$ cat config.mk
export PLATFORM = sky130hd
export DESIGN_NAME = control_sequencer
export DESIGN_NICKNAME = d
export VERILOG_FILES = /design/src/rtl/control_sequencer.sv
export SDC_FILE = /design/constraint.sdc
export NUM_CORES = 1
export LEC_CHECK = 0
export CAP_MARGIN = 20
export CORE_ASPECT_RATIO = 0.9
export CORE_MARGIN = 4
export CORE_UTILIZATION = 44
export CTS_BUF_LIST = sky130_fd_sc_hd__clkbuf_4
export CTS_CLUSTER_DIAMETER = 80
export DETAILED_ROUTE_END_ITERATION = 8
export PLACE_DENSITY = 0.92
export SLEW_MARGIN = 15
export SYNTH_ARGS = -nofsm -noshare
export SYNTH_HDL_FRONTEND = slang
export SYNTH_SLANG_ARGS = --single-unit
$ cat constraint.sdc
create_clock -name clk -period 2.73 [get_ports clk]
set_input_delay 0.546 -clock clk [delete_from_list [all_inputs] [get_ports clk]]
set_output_delay 0.546 -clock clk [all_outputs]
set_load 0.01 [all_outputs]
$ cat src/rtl/control_sequencer.sv
// SAP-style fetch/execute sequencer: one-hot T-state register plus sticky halt flag,
// with control strobes decoded from (T-state, opcode) and gated by run/halt/reset.
module control_sequencer #(
    parameter int unsigned OPC_W = 4,
    parameter int unsigned NUM_T = 6
) (
    input  logic             clk,
    input  logic             rst,
    input  logic             run,
    input  logic [OPC_W-1:0] opcode,
    output logic             pc_oe,
    output logic             pc_inc,
    output logic             mar_load_n,
    output logic             ram_oe,
    output logic             ir_load_n,
    output logic             ir_oe,
    output logic             regb_load_n,
    output logic             alu_oe,
    output logic             alu_sub,
    output logic             acc_load_n,
    output logic             acc_oe,
    output logic             out_load_n,
    output logic             halted,
    output logic [NUM_T-1:0] t_state
);

    typedef enum logic [NUM_T-1:0] {
        T0 = NUM_T'(1),
        T1 = NUM_T'(2),
        T2 = NUM_T'(4),
        T3 = NUM_T'(8),
        T4 = NUM_T'(16),
        T5 = NUM_T'(32)
    } tstate_e;

    typedef enum logic [OPC_W-1:0] {
        OP_LDA = OPC_W'(0),
        OP_ADD = OPC_W'(1),
        OP_SUB = OPC_W'(2),
        OP_OUT = OPC_W'(14),
        OP_HLT = OPC_W'(15)
    } opcode_e;

    tstate_e state_q;
    logic    halted_q;
    logic    active;

    function automatic logic is_onehot(input logic [NUM_T-1:0] v);
        return (v != '0) && ((v & (v - NUM_T'(1))) == '0);
    endfunction

    // Corrupted (non-one-hot) state recovers to T0 even while paused or halted.
    always_ff @(posedge clk) begin
        if (rst) begin
            state_q  <= T0;
            halted_q <= 1'b0;
        end else if (!is_onehot(state_q)) begin
            state_q <= T0;
        end else if (run && !halted_q) begin
            case (state_q)
                T0: state_q <= T1;
                T1: state_q <= T2;
                T2: state_q <= T3;
                T3: begin
                    case (opcode)
                        OP_LDA, OP_ADD, OP_SUB: state_q <= T4;
                        OP_HLT:                 halted_q <= 1'b1;
                        default:                state_q <= T0;
                    endcase
                end
                T4: begin
                    if (opcode == OP_ADD || opcode == OP_SUB) begin
                        state_q <= T5;
                    end else begin
                        state_q <= T0;
                    end
                end
                T5:      state_q <= T0;
                default: state_q <= T0;
            endcase
        end
    end

    assign active  = run && !halted_q && !rst;
    assign halted  = halted_q;
    assign t_state = state_q;

    always_comb begin
        pc_oe       = 1'b0;
        pc_inc      = 1'b0;
        mar_load_n  = 1'b1;
        ram_oe      = 1'b0;
        ir_load_n   = 1'b1;
        ir_oe       = 1'b0;
        regb_load_n = 1'b1;
        alu_oe      = 1'b0;
        alu_sub     = 1'b0;
        acc_load_n  = 1'b1;
        acc_oe      = 1'b0;
        out_load_n  = 1'b1;
        if (active) begin
            case (state_q)
                T0: begin
                    pc_oe      = 1'b1;
                    mar_load_n = 1'b0;
                end
                T1: pc_inc = 1'b1;
                T2: begin
                    ram_oe    = 1'b1;
                    ir_load_n = 1'b0;
                end
                T3: begin
                    case (opcode)
                        OP_LDA, OP_ADD, OP_SUB: begin
                            ir_oe      = 1'b1;
                            mar_load_n = 1'b0;
                        end
                        OP_OUT: begin
                            acc_oe     = 1'b1;
                            out_load_n = 1'b0;
                        end
                        default: ;
                    endcase
                end
                T4: begin
                    case (opcode)
                        OP_LDA: begin
                            ram_oe     = 1'b1;
                            acc_load_n = 1'b0;
                        end
                        OP_ADD, OP_SUB: begin
                            ram_oe      = 1'b1;
                            regb_load_n = 1'b0;
                        end
                        default: ;
                    endcase
                end
                T5: begin
                    if (opcode == OP_ADD || opcode == OP_SUB) begin
                        alu_oe     = 1'b1;
                        alu_sub    = (opcode == OP_SUB);
                        acc_load_n = 1'b0;
                    end
                end
                default: ;
            endcase
        end
    end

endmodule

==> flow_summary.toml <==
[clock_network]
cts_max_level = 1
clk_pin_slew_ns = 0.06
clk_latency_ns = 0.26
cts_max_path_buffers = 2
cts-root-buf = "clkbuf_4"
tritoncts = "done"
hold_buffers = 0
cts.sinks = 7
cts_made_buffers = 3

[synth]
synthCells = 95
synth-main-ff-cell = "dfxtp_1"
yosys_warnings = 0
synth_top_cell_area_share = 0.213
syn_nets = 102
synth_area_leaders = "dfxtp_1, nor2_1, nand2_1"
ys_seq_area_frac = 0.213
ys_seq_elements = 7
ys_top_cells_by_count = "nor2_1, nand2_1, dfxtp_1"
avgSynthCellArea_um2 = 6.94
synth_most_common_cell = "nor2_1"
yosysUniqueCellTypes = 35
synth_edf_count = 0
yosys.area.top_type = "dfxtp_1"
syn_area_um2 = 659
synthArstFlopShare = 0

[routing]
drtPass1Iterations = 4
dr_wl_met3_um = 230
wl_per_cell_um = 16.6
avgViaCountPerCell = 6.15
routed-wl-met2_um = 1210
drc = 0
drtIter0Drc = 35
met1Wirelength_um = 952
finalWirelength_um = 2460
drtAntennaViolNets = 0
num_vias = 910
top_layer = "met4"

[die]
ioPinCount = 26
die_area_mm2 = 0.00218
die_y_um = 44.7
start_util = 0.499
core-area_mm2 = 0.00132
rows = 12
die_w_um = 48.8

[job]
cap_violations = 0

[placed_design]
dp.cells = 142
gp_congestion = 0.879
io_buffer_count = 25
place_hpwl_um = 1810

[timing]
rsz0062_at_grt = "false"
tightest_slew_ns = 0.408
finalHoldViolCount = 0
slew_violations = 0
fin_crit_sh = 0.972
holdWs_ns = 0.523
period_needed_ns = 2.65
max_slew_margin = 0.727
max_freq_ghz = 0.377
setup_viol = 0
clock_skew_ns = 0.00998
setup_tns_ns = 0

[setup_path]
cp-start-kind = "input port"
setup.worst_path.end_class = "primary output"
arrival_ns = 2.11
path_class = "input port to primary output"
cp_max_fo = 7
worstPathRequired_ns = 2.18

[grt]
grt_first_pass_wirelength_um = 3980
first_global_vias = 847
grt_usage = 0.239
grt_max_degree = 12
grt_overflow = 0
antenna_found_initial = 0

[cells_and_area]
area_delta_synth_final_pct = 58.3
drive_gt1_frac = 0.254
layout.cells.non_filler = 148
diodes = 0
fin_nets = 142
fillCellCount = 100
fin_util = 0.790

[power]
power.total_uw = 332
leakage_uw = 0.000442
powerDensity_mw_per_mm2 = 318
ir_drop_mv = 0.447

[min_path]
hold_path_class = "flip-flop to flip-flop"

[outcome]
status = "completed"
==> worst max-delay path: stages <==
cell,delay [ns]
clkdlybuf4s50_1,0.49
nand2b_1,0.09
buf_4,0.17
nor2_1,0.10
buf_4,0.15
nand2_1,0.07
clkdlybuf4s50_1,0.48
==> path summary, 6_finish.rpt <==
kind	startpoint	to	slack, ns	depth (start not counted)
setup / recovery	run	ir_load_n	0.08	7
setup reg to reg	t_state[1]	t_state[0]	0.60	4
hold reg to reg	halted	halted	0.52	2
hold / removal	halted	halted	0.52	2
==> state kept, by name (all words and copies together), names as in the netlist <==
register,flops
halted,1
t_state,6
==> power breakdown <==
part           leakage (uW)  internal [uW]  switching [uW]
Combinational      0.000367           55.7            59.6
Clock             0.0000184           65.9            40.4
Sequential        0.0000568            107            3.42
==> logic make-up (layout without fill, tap and decap cells) <==
| logic type | count (synthesis) | after routing | synth area share |
|---|---|---|---|
| simple gates | 58 | 58 | 0.488 |
| compound gates | 19 | 19 | 0.199 |
| buf+inv | 9 | 48 | 0.0740 |
| flops | 7 | 7 | 0.213 |
| xor+xnor | 2 | 2 | 0.0266 |
==> cell type report <==
| cell class | count | area (um^2) | share of cell area |
|---|---|---|---|
| multi-input combinational | 79 | 475 | 0.456 |
| timing repair buffer | 43 | 377 | 0.361 |
| clock buffer | 4 | 30.0 | 0.0288 |
| sequential | 7 | 140 | 0.134 |
| inverter | 1 | 3.75 | 0.00360 |
| tap | 14 | 17.5 | 0.0168 |
==> what timing repair did <==
| action | 4_1_cts | 5_1_grt |
|---|---|---|
| endpoints found under the setup margin | 9 | 4 |
| pin swaps | 1 | 1 |
| resized for setup | 10 | 3 |
| hold endpoints to repair | 0 | 0 |
| buffers inserted | 2 | 0 |
==> stage by stage <==
stage          setup slack, ns  area (um^2)
6_report                0.0776         1040
5_1_grt                0.00747         1040
4_1_cts                0.00958         1040
3_5_place_dp            -0.152         1000
3_3_place_gp           -0.0766         1000
2_1_floorplan            0.459          659
==> layer usage <==
layer	track usage	vias up
met5	0	-
li1	-	418
met4	0.118	0
met2	0.396	61
met3	0.0858	10
met1	0.275	421
==> layout by cell type (no fill, tap or decap), types with 2 or more instances in the layout <==
| cell | n |
|---|---|
| nand3_1 | 4 |
| nand2b_1 | 3 |
| clkdlybuf4s50_1 | 15 |
| or3b_2 | 2 |
| or4_4 | 2 |
| dfxtp_1 | 7 |
| clkbuf_4 | 4 |
| and4b_1 | 2 |
| and2_1 | 2 |
| o211ai_1 | 2 |
| nor2_1 | 13 |
| nor2b_1 | 3 |
| buf_4 | 18 |
| nor3_1 | 4 |
| o21ai_0 | 3 |
| dlygate4sd2_1 | 7 |
| a21oi_1 | 5 |
| nor3b_1 | 2 |
| nand4_1 | 2 |
| dlymetal6s2s_1 | 2 |
| xor2_1 | 2 |
| nand2_1 | 12 |
No activity file was read; power rests on OpenSTA's default activity.
